### src/rtl/snn_pkg.sv
// Shared types, widths and rectifier helpers for the parametrised SNN inference core.
package snn_pkg;

  typedef enum logic [3:0] {
    S_IDLE,
    S_H_MAC,
    S_H_DRAIN,
    S_H_LUT,
    S_H_WR,
    S_O_MAC,
    S_O_DRAIN,
    S_O_LUT,
    S_O_CMP,
    S_DONE
  } state_e;

  // Address width for an n-entry space; never collapses to zero bits
  function automatic int unsigned addr_w(input int unsigned n);
    return (n > 32'd1) ? 32'($clog2(n)) : 32'd1;
  endfunction

  function automatic int unsigned lut_offset(input int unsigned aw);
    return 32'd1 << (aw - 32'd1);
  endfunction

  function automatic int sat_hi(input int unsigned aw);
    return (32'sd1 <<< (aw - 32'd1)) - 32'sd1;
  endfunction

  function automatic int sat_lo(input int unsigned aw);
    return -(32'sd1 <<< (aw - 32'd1));
  endfunction

  localparam int unsigned DIGIT_W     = 4;
  localparam int unsigned N_IN_DEF    = 784;
  localparam int unsigned N_HID_DEF   = 32;
  localparam int unsigned N_OUT_DEF   = 10;
  localparam int unsigned LUT_AW_DEF  = 11;
  localparam int unsigned IN_AW_DEF   = addr_w(N_IN_DEF);
  localparam int unsigned HID_AW_DEF  = addr_w(N_HID_DEF);
  localparam int unsigned OUT_AW_DEF  = addr_w(N_OUT_DEF);
  localparam int unsigned LUT_OFF_DEF = lut_offset(LUT_AW_DEF);

endpackage

### src/rtl/snn_mac.sv
// Signed multiply-accumulate; exposes the next accumulator value so the rectifier can sample it.
module snn_mac #(
  parameter int unsigned W_W   = 8,
  parameter int unsigned ACC_W = 26
) (
  input  logic                    clk,
  input  logic                    rst_n,
  input  logic                    clr,
  input  logic                    en,
  input  logic signed [W_W-1:0]   a,
  input  logic signed [W_W-1:0]   w,
  output logic signed [ACC_W-1:0] acc_nxt_c
);

  logic signed [ACC_W-1:0] acc;
  logic signed [2*W_W-1:0] prod_c;

  always_comb begin
    prod_c    = (2*W_W)'(a) * (2*W_W)'(w);
    acc_nxt_c = acc + ACC_W'(prod_c);
  end

  always_ff @(posedge clk or negedge rst_n) begin
    if (!rst_n)   acc <= '0;
    else if (clr) acc <= '0;
    else if (en)  acc <= acc_nxt_c;
  end

endmodule

### src/rtl/snn_core_param.sv
// Two-layer bitmap classifier: hidden MAC, activation LUT, output MAC, argmax.
// Optional per-class score stream under SNN_SCORE_OUT_EN.
module snn_core_param
  import snn_pkg::*;
#(
  parameter int unsigned N_IN   = 784,
  parameter int unsigned N_HID  = 32,
  parameter int unsigned N_OUT  = 10,
  parameter int unsigned W_W    = 8,
  parameter int unsigned ACC_W  = 26,
  parameter int unsigned FRAC   = 7,
  parameter int unsigned LUT_AW = 11
) (
  input  logic                                    clk,
  input  logic                                    rst_n,
  input  logic                                    start,
  output logic                                    busy,
  output logic                                    done,
  output logic [DIGIT_W-1:0]                      digit,
  output logic [W_W-1:0]                          max_score,
  output logic [addr_w(N_IN)-1:0]                 in_addr,
  input  logic                                    in_q,
  output logic [addr_w(N_HID)+addr_w(N_IN)-1:0]   hw_addr,
  input  logic [W_W-1:0]                          hw_q,
  output logic [addr_w(N_OUT)+addr_w(N_HID)-1:0]  ow_addr,
  input  logic [W_W-1:0]                          ow_q,
  output logic [LUT_AW-1:0]                       lut_addr,
  input  logic [W_W-1:0]                          lut_q
`ifdef SNN_SCORE_OUT_EN
  ,
  output logic                                    score_vld,
  output logic [DIGIT_W-1:0]                      score_idx,
  output logic [W_W-1:0]                          score
`endif
);

  localparam int unsigned IN_AW  = addr_w(N_IN);
  localparam int unsigned HID_AW = addr_w(N_HID);
  localparam int unsigned OUT_AW = addr_w(N_OUT);
  localparam logic signed [W_W-1:0]   A_ONE   = W_W'(sat_hi(W_W));
  localparam logic signed [ACC_W-1:0] SAT_HI  = ACC_W'(sat_hi(LUT_AW));
  localparam logic signed [ACC_W-1:0] SAT_LO  = ACC_W'(sat_lo(LUT_AW));
  localparam logic [LUT_AW-1:0]       LUT_OFF = LUT_AW'(lut_offset(LUT_AW));

  state_e state, state_nxt;
  logic [IN_AW-1:0]  i;
  logic [HID_AW-1:0] h;
  logic [OUT_AW-1:0] o;
  logic i_last, h_last, o_last;
  logic issue_c, clr_c, lut_ld_c, hwr_c, cmp_c, fin_c, accept_c, out_layer_c;
  logic i_clr_c, i_inc_c, h_clr_c, h_inc_c, o_clr_c, o_inc_c;
  logic issue_q;
  logic signed [W_W-1:0]   hram [N_HID];
  logic signed [W_W-1:0]   hram_q, mac_a_c, mac_w_c;
  logic signed [ACC_W-1:0] acc_nxt_c, acc_sh_c;
  logic [LUT_AW-1:0]       rect_c;
  logic [W_W-1:0]          max_run;
  logic [DIGIT_W-1:0]      idx_run;

  assign i_last  = (i == IN_AW'(N_IN - 1));
  assign h_last  = (h == HID_AW'(N_HID - 1));
  assign o_last  = (o == OUT_AW'(N_OUT - 1));
  assign in_addr = i;
  assign hw_addr = {h, i};
  assign ow_addr = {o, h};

  always_ff @(posedge clk or negedge rst_n) begin
    if (!rst_n) state <= S_IDLE;
    else        state <= state_nxt;
  end

  always_comb begin
    state_nxt = state;
    unique case (state)
      S_IDLE:    if (start) state_nxt = S_H_MAC;
      S_H_MAC:   if (i_last) state_nxt = S_H_DRAIN;
      S_H_DRAIN: state_nxt = S_H_LUT;
      S_H_LUT:   state_nxt = S_H_WR;
      S_H_WR:    state_nxt = h_last ? S_O_MAC : S_H_MAC;
      S_O_MAC:   if (h_last) state_nxt = S_O_DRAIN;
      S_O_DRAIN: state_nxt = S_O_LUT;
      S_O_LUT:   state_nxt = S_O_CMP;
      S_O_CMP:   state_nxt = o_last ? S_DONE : S_O_MAC;
      S_DONE:    state_nxt = S_IDLE;
      default:   state_nxt = S_IDLE;
    endcase
  end

  always_comb begin
    issue_c = 1'b0; clr_c = 1'b0; lut_ld_c = 1'b0; hwr_c = 1'b0;
    cmp_c = 1'b0; fin_c = 1'b0; accept_c = 1'b0;
    i_clr_c = 1'b0; i_inc_c = 1'b0; h_clr_c = 1'b0; h_inc_c = 1'b0;
    o_clr_c = 1'b0; o_inc_c = 1'b0;
    out_layer_c = (state == S_O_MAC) || (state == S_O_DRAIN);
    unique case (state)
      S_IDLE: begin
        clr_c = 1'b1; i_clr_c = 1'b1; h_clr_c = 1'b1; o_clr_c = 1'b1;
        accept_c = start;
      end
      S_H_MAC:              begin issue_c = 1'b1; i_inc_c = !i_last; end
      S_H_DRAIN, S_O_DRAIN: lut_ld_c = 1'b1;
      S_H_WR: begin
        hwr_c = 1'b1; clr_c = 1'b1; i_clr_c = 1'b1;
        h_inc_c = !h_last; h_clr_c = h_last;
      end
      S_O_MAC:              begin issue_c = 1'b1; h_inc_c = !h_last; end
      S_O_CMP: begin
        cmp_c = 1'b1; clr_c = 1'b1; h_clr_c = 1'b1; o_inc_c = !o_last;
      end
      S_DONE:               fin_c = 1'b1;
      default: ;
    endcase
  end

  // Operand select: data returned this cycle belongs to the address issued last cycle
  always_comb begin
    mac_a_c = out_layer_c ? hram_q : (in_q ? A_ONE : '0);
    mac_w_c = out_layer_c ? $signed(ow_q) : $signed(hw_q);
  end

  snn_mac #(.W_W(W_W), .ACC_W(ACC_W)) u_mac (
    .clk       (clk),
    .rst_n     (rst_n),
    .clr       (clr_c),
    .en        (issue_q),
    .a         (mac_a_c),
    .w         (mac_w_c),
    .acc_nxt_c (acc_nxt_c)
  );

  // Saturating slice of the final accumulator, taken as the last product lands
  always_comb begin
    acc_sh_c = acc_nxt_c >>> FRAC;
    if (acc_sh_c > SAT_HI)      rect_c = LUT_AW'(SAT_HI);
    else if (acc_sh_c < SAT_LO) rect_c = LUT_AW'(SAT_LO);
    else                        rect_c = acc_nxt_c[FRAC+LUT_AW-1:FRAC];
  end

  always_ff @(posedge clk) begin
    if (hwr_c) hram[h] <= lut_q;
    hram_q <= hram[h];
  end

  always_ff @(posedge clk or negedge rst_n) begin
    if (!rst_n) begin
      i <= '0; h <= '0; o <= '0;
      issue_q <= 1'b0; lut_addr <= '0;
      max_run <= '0; idx_run <= '0;
      busy <= 1'b0; done <= 1'b0; digit <= '0; max_score <= '0;
    end else begin
      issue_q <= issue_c;
      if (i_clr_c)      i <= '0;
      else if (i_inc_c) i <= i + IN_AW'(1);
      if (h_clr_c)      h <= '0;
      else if (h_inc_c) h <= h + HID_AW'(1);
      if (o_clr_c)      o <= '0;
      else if (o_inc_c) o <= o + OUT_AW'(1);
      if (lut_ld_c) lut_addr <= rect_c + LUT_OFF;
      // Strictly-greater update keeps the lowest index on ties
      if (cmp_c && ((o == '0) || (lut_q > max_run))) begin
        max_run <= lut_q;
        idx_run <= DIGIT_W'(o);
      end
      if (accept_c)   busy <= 1'b1;
      else if (fin_c) busy <= 1'b0;
      done <= fin_c;
      if (fin_c) begin
        digit     <= idx_run;
        max_score <= max_run;
      end
    end
  end

`ifdef SNN_SCORE_OUT_EN
  always_ff @(posedge clk or negedge rst_n) begin
    if (!rst_n) begin
      score_vld <= 1'b0; score_idx <= '0; score <= '0;
    end else begin
      score_vld <= cmp_c;
      if (cmp_c) begin
        score_idx <= DIGIT_W'(o);
        score     <= lut_q;
      end
    end
  end
`endif

endmodule

### config.mk
export PLATFORM = sky130hd
export DESIGN_NAME = snn_core_param
export DESIGN_NICKNAME = d
export VERILOG_FILES = /design/src/rtl/snn_pkg.sv /design/src/rtl/snn_mac.sv /design/src/rtl/snn_core_param.sv
export SDC_FILE = /design/constraint.sdc
export NUM_CORES = 1
export LEC_CHECK = 0
export ABC_AREA = 1
export CAP_MARGIN = 25
export CELL_PAD_IN_SITES_DETAIL_PLACEMENT = 1
export CELL_PAD_IN_SITES_GLOBAL_PLACEMENT = 1
export CORE_ASPECT_RATIO = 2
export CORE_MARGIN = 2
export CORE_UTILIZATION = 44
export DETAILED_ROUTE_END_ITERATION = 16
export GPL_TIMING_DRIVEN = 0
export PLACE_DENSITY_LB_ADDON = 0.1
export SLEW_MARGIN = 20
export SYNTH_ARGS = -nofsm -noshare
export SYNTH_HDL_FRONTEND = slang
export SYNTH_SLANG_ARGS = --single-unit
### constraint.sdc
create_clock -name clk -period 7.12 [get_ports clk]
set_input_delay 0.712 -clock clk [delete_from_list [all_inputs] [get_ports clk]]
set_output_delay 0.712 -clock clk [all_outputs]
set_load 0.01 [all_outputs]
# Word-level counts from Yosys, hierarchy flattened
# Memory sizes are Yosys's and may differ from the RTL's. A register that Yosys moved wholly into a read port is not among the register bits.
# Cells that the tools add are included.
# op_classes
addsub	5
mul	1
order_cmp	3
n_eq_ne	15
n_mux	36
n_reduce_logical	20
# op_table
operator	n
$mux W26	2
$pmux W4 S9	1
$add A26 B16 Y26	1
$mux W4	6
$mux W11	2
$mux W10	2
$gt A19 B11 Y1 const B	1
$lt A19 B11 Y1 const B	1
$eq A4 B3 Y1 const B	4
$mul A8 B8 Y16	1
$mux W1	16
$mux W8	2
$eq A4 B4 Y1 const B	3
$add A11 B11 Y11 const B	1
$add A10 B1 Y10 const B	1
$eq A10 B10 Y1 const B	1
$mux W5	2
$reduce_bool A2 Y1	5
$reduce_or A2 Y1	5
$eq A4 B2 Y1 const B	2
$gt A8 B8 Y1	1
$logic_not A4 Y1	2
$mux W7	1
$ne A2 B2 Y1 const B	3
other kinds (11)	14
# word_totals
register_bits	87
mem_bits_rw	256
input_bits	28
output_inout_bits	59
wordCells	94
mem_count	1
# memory_table
memory	words	word_bits	read_ports	rd_clocked_by_memory_dff	wr	line	text
hram	32	8	1	1	1	snn_core_param.sv:53	logic signed [W_W-1:0] hram [N_HID];

# Longest topological paths before layout
# logic_depth
word_depth	9
mapped_depth	38
mapped_depth_nobuf	37

# Modules after synthesis
# From an unflattened synthesis, not the netlist that was laid out.
# unflattened
cells_unflattened	1972
hier_area_um2	19652.6
# by_module_without_submodules
mod	n_inst	cells_each	area_each_um2	seq_area_each_um2
snn_core_param	1	1226	13654.3	9374.0
snn_mac	1	746	5998.3	650.6

# Least setup slack after synthesis
# Ideal clock, no wire load.
# synth_path
kind	register to register
start	reg state[0]
end	reg lut_addr[0]
setup_ps	132
arrival_ps	6724
required_time_ps	6988
slack_ps	264
stages_incl_launch_ff	30
n_path_buf	1
period_less_slack_ps	6856
cell_sequence	dfrtp_1 -> inv_1 -> nor2_1 -> inv_2 -> nor2_2 -> nor2_1 -> nor2_4 -> inv_2 -> buf_2 -> a21oi_1 -> nor2_1 -> inv_1 -> fa_1 -> inv_1 -> fa_1 -> fa_1 -> fa_1 -> fa_1 -> ha_1 -> nand2_1 -> inv_1 -> nand2_1 -> nand3_2 -> nand2_1 -> nand2_1 -> xor2_1 -> nor2_1 -> nand4_2 -> a21oi_4 -> a21oi_1
# synth_between
elab_chain_cells	9
elab_cells_between_ends	15
cone_classes	add/sub: 2; mul: 1; order compare: 2; eq/ne: 3; mux: 5; reduce/logical: 2
# synth_rtl
item	line	text
start: declaration	snn_core_param.sv:45	state_e state, state_nxt;
start signal: assignment	snn_core_param.sv:69	else state <= state_nxt;
$eq A4 B3 Y1, on equally long branches	snn_core_param.sv:94, snn_core_param.sv:95	
$logic_or A1 B1 Y1	snn_core_param.sv:94	out_layer_c = (state == S_O_MAC) || (state == S_O_DRAIN);
$mux W8, on equally long branches	snn_core_param.sv:117, snn_core_param.sv:118	
$mul A8 B8 Y16	snn_mac.sv:19	prod_c = (2*W_W)'(a) * (2*W_W)'(w);
$add A26 B16 Y26	snn_mac.sv:20	acc_nxt_c = acc + ACC_W'(prod_c);
$lt A19 B11 Y1	snn_core_param.sv:135	else if (acc_sh_c < SAT_LO) rect_c = LUT_AW'(SAT_LO);
$mux W11	snn_core_param.sv:135	
$mux W11	snn_core_param.sv:134	if (acc_sh_c > SAT_HI) rect_c = LUT_AW'(SAT_HI);
$add A11 B11 Y11	snn_core_param.sv:158	if (lut_ld_c) lut_addr <= rect_c + LUT_OFF;
end signal: assignment	snn_core_param.sv:158	
end: declaration	snn_core_param.sv:27	output logic [LUT_AW-1:0] lut_addr,
# Parallel ways exist; a longest one is shown, timed or not.
# A chain may end at the register's enable or synchronous reset.

# Final worst setup path
# layout_path
start	reg state[0]
end	reg lut_addr[9]
# Same word-level chain as after synthesis.

==> flow_metrics.env <==
export IMPL_post_dp_hpwl_mm=47.6
export IMPL_cts_tree="yes"
export IMPL_coreArea_sq_mm=0.0434
export IMPL_grt_pass1_wl_mm=91.9
export IMPL_overflow=0
export IMPL_via_count=14249
export IMPL_syn_to_final_growth_pct=16.7
export IMPL_cts_sinks=351
export IMPL_nets=2233
export IMPL_regArea_sq_mm=0.0100
export IMPL_portBuffers=86
export IMPL_wire_per_inst_um=23.6
export IMPL_synth_area_leaders="edfxtp_1 (40%), fa_1 (12%), dfrtp_1 (11%), nand2_1 (5.4%), nor2_1 (5.3%)"
export IMPL_antenna_found_initial=0
export IMPL_outcome="complete, no violations"
export IMPL_synthesis_nets=2088
export IMPL_synthesis_area_sq_mm=0.0193
export IMPL_yosysWarnings=0
export IMPL_clk_pin_slew_worst_paths_ns=0.06
export IMPL_finalHoldViolations=0
export IMPL_post_route_period_util=0.966
export IMPL_crit_type="flop to flop"
export IMPL_start_util=0.445
export IMPL_rows=108
export IMPL_maxCapViolCount=0
export IMPL_ys_ff_latch=351
export IMPL_ctsRootBufferMaster="clkbuf_16"
export IMPL_gp_congestion=0.904
export IMPL_path_max_fanout=10
export IMPL_cts_buffer_depth=3
export IMPL_grt_max_degree=72
export IMPL_cp_required_ns=7.57
export IMPL_holdWs_ns=0.487
export IMPL_hold_path_class="flop to flop"
export IMPL_postRouteAntennaNets=0
export IMPL_drtPass1Iterations=5
export IMPL_fp_dieArea_sq_mm=0.0457
export IMPL_startpoint_type="flop"
export IMPL_final_setup_skew_ns=0.0255
export IMPL_n_antenna_cell=0
export IMPL_grtUsageTotal=0.268
export IMPL_crit_arrival_ns=7.33
export IMPL_avgSynthCellArea_sq_um=10.3
export IMPL_yosys_area_top_type="edfxtp_1"
export IMPL_synth_async_reset_ratio=0.248
export IMPL_tightest_slew_ns=1.03
export IMPL_synth_most_common_cell="nand2_1"
export IMPL_drive_gt1_frac=0.0926
export IMPL_die_x_um=152
export IMPL_synth_largest_type_area_fraction=0.398
export IMPL_endpoint_kind="flop"
export IMPL_ys_seq_area_frac=0.519
export IMPL_grt_pass1_vias=15914
export IMPL_drc=0
export IMPL_numCtsBuffers=34
export IMPL_drtIter0Drc=624
export IMPL_synth_commonest_cells="nand2_1 (277), nor2_1 (273), edfxtp_1 (256), inv_1 (242), o21ai_0 (165)"
export IMPL_htree_levels=2
export IMPL_setup_viol=0
export IMPL_maxSlewViolCount=0
export IMPL_post_route_min_period_ns=6.88
export IMPL_synth_cell_types=44
export IMPL_postSynthCellCount=1873
export IMPL_wl_mm=61.1
export IMPL_clock_latency_ns=0.56
export IMPL_ioPinCount=87
export IMPL_multi_input_area_sq_mm=0.00829
export IMPL_fmax_ghz=0.145
export IMPL_synth_ff_type="edfxtp_1"
export IMPL_die_h_um=300
export IMPL_slowest_delay_ns=0.63
export IMPL_fillers=4740
export IMPL_routed_via_density=5.50
export IMPL_slew_headroom=0.312
export IMPL_synth_edf_count=256
export IMPL_slowest_stage="fa_2"
[area by class of cell]
class,count,area share
Multi-Input combinational cell,1206,0.368
Buffer,70,0.0152
Tap cell,550,0.0305
Sequential cell,351,0.445
Inverter,247,0.0419
Clock buffer,39,0.0409
Clock inverter,21,0.0109
Timing Repair Buffer,108,0.0481
[through the flow]
stage,TNS [ns],cells,util,worst slack [ns],area [sq um]
6_report,0,2592,0.520,0.245,22500
5_1_grt,-0.0103,2592,0.520,-0.0103,22500
4_1_cts,0,2581,0.513,0.0102,22300
3_5_place_dp,-12.72,2513,0.482,-1.02,20900
3_3_place_gp,-31.80,2509,0.481,-1.60,20900
2_1_floorplan,0,1873,-,0.264,19300
[layer usage]
layer  track usage  up-vias  routed length [um]
li1              -     6542                   -
met1         0.238     7196               19000
met2         0.554      331               36000
met3        0.0254      180                1530
met4         0.180        0                4620
met5             0        -                   0
[cells by family (layout without fill, tap and decap cells)]
logic type	Yosys count	after routing	synth area share
compound gates	337	337	0.101
xor+xnor	15	15	0.00680
fa+ha+maj	187	187	0.165
buf+inv	317	485	0.0649
flops	351	351	0.519
mux	2	2	0.00104
simple gates	664	665	0.143
[worst max-delay path, delay by kind of cell, from the launching register on]
kind | cells | cell delay [ns]
fa+ha+maj | 6 | 2.98
simple gates | 16 | 1.93
buf+inv | 9 | 1.10
flops | 1 | 0.41
compound gates | 2 | 0.35
[path summary, 6_finish.rpt]
| kind | startpoint | end | slack (ns) | depth (start not counted) |
|---|---|---|---|---|
| worst min-delay path | idx_run[1]$_DFFE_PN0P_ | idx_run[1]$_DFFE_PN0P_ | 0.49 | 2 |
| worst max register to register | state[0]$_DFFE_PN0P_ | lut_addr[9]$_DFFE_PN0P_ | 0.24 | 33 |
| max in group asynchronous | rst_n | digit[0]$_DFFE_PN0P_ | 5.86 | 3 |
| worst max-delay path | state[0]$_DFFE_PN0P_ | lut_addr[9]$_DFFE_PN0P_ | 0.24 | 33 |
| worst min register to register | idx_run[1]$_DFFE_PN0P_ | idx_run[1]$_DFFE_PN0P_ | 0.49 | 2 |
| min in group asynchronous | rst_n | in_addr[2]$_DFFE_PN0P_ | 0.57 | 2 |
[what timing repair did]
action | CTS | global route
hold buffers | 1 | 0
pin swaps | 4 | 9
gates resized for setup | 21 | 41
setup buffers | 7 | 10
endpoints found under the hold margin | 16 | 0
cloned | 0 | 1
endpoints found under the setup margin | 20 | 11
[cell usage in the layout (no fill, tap or decap), types with 8 or more instances in the layout]
cell and count:
buf_4 29, clkbuf_1 50, nand4_1 8, nor2_1 262, o21ai_0 165, o22ai_1 67, xor2_1 8, nand2_2 9
ha_1 66, edfxtp_1 256, nand2_1 275, nor3_1 11, dfxtp_1 8, o21ai_2 8, inv_1 237, buf_2 11
dfrtp_1 87, nor2_2 16, clkbuf_16 35, clkinvlp_4 8, a221oi_1 16, fa_1 109, nand3_1 51, a21oi_1 47
clkdlybuf4s50_1 77, a22o_1 19
[state kept, by name (all words and copies together) (netlist names)]
register / count
hram: 256
u_mac.acc: 26
lut_addr: 11
in_addr: 10
hram_q: 8
max_run: 8
max_score: 8
h: 5
digit: 4
idx_run: 4
o: 4
state: 4
busy: 1
done: 1
issue_q: 1
Power is left out: the tool's default activity adds up to more than one toggle a clock period on the data nets, which glitch-free logic cannot reach.
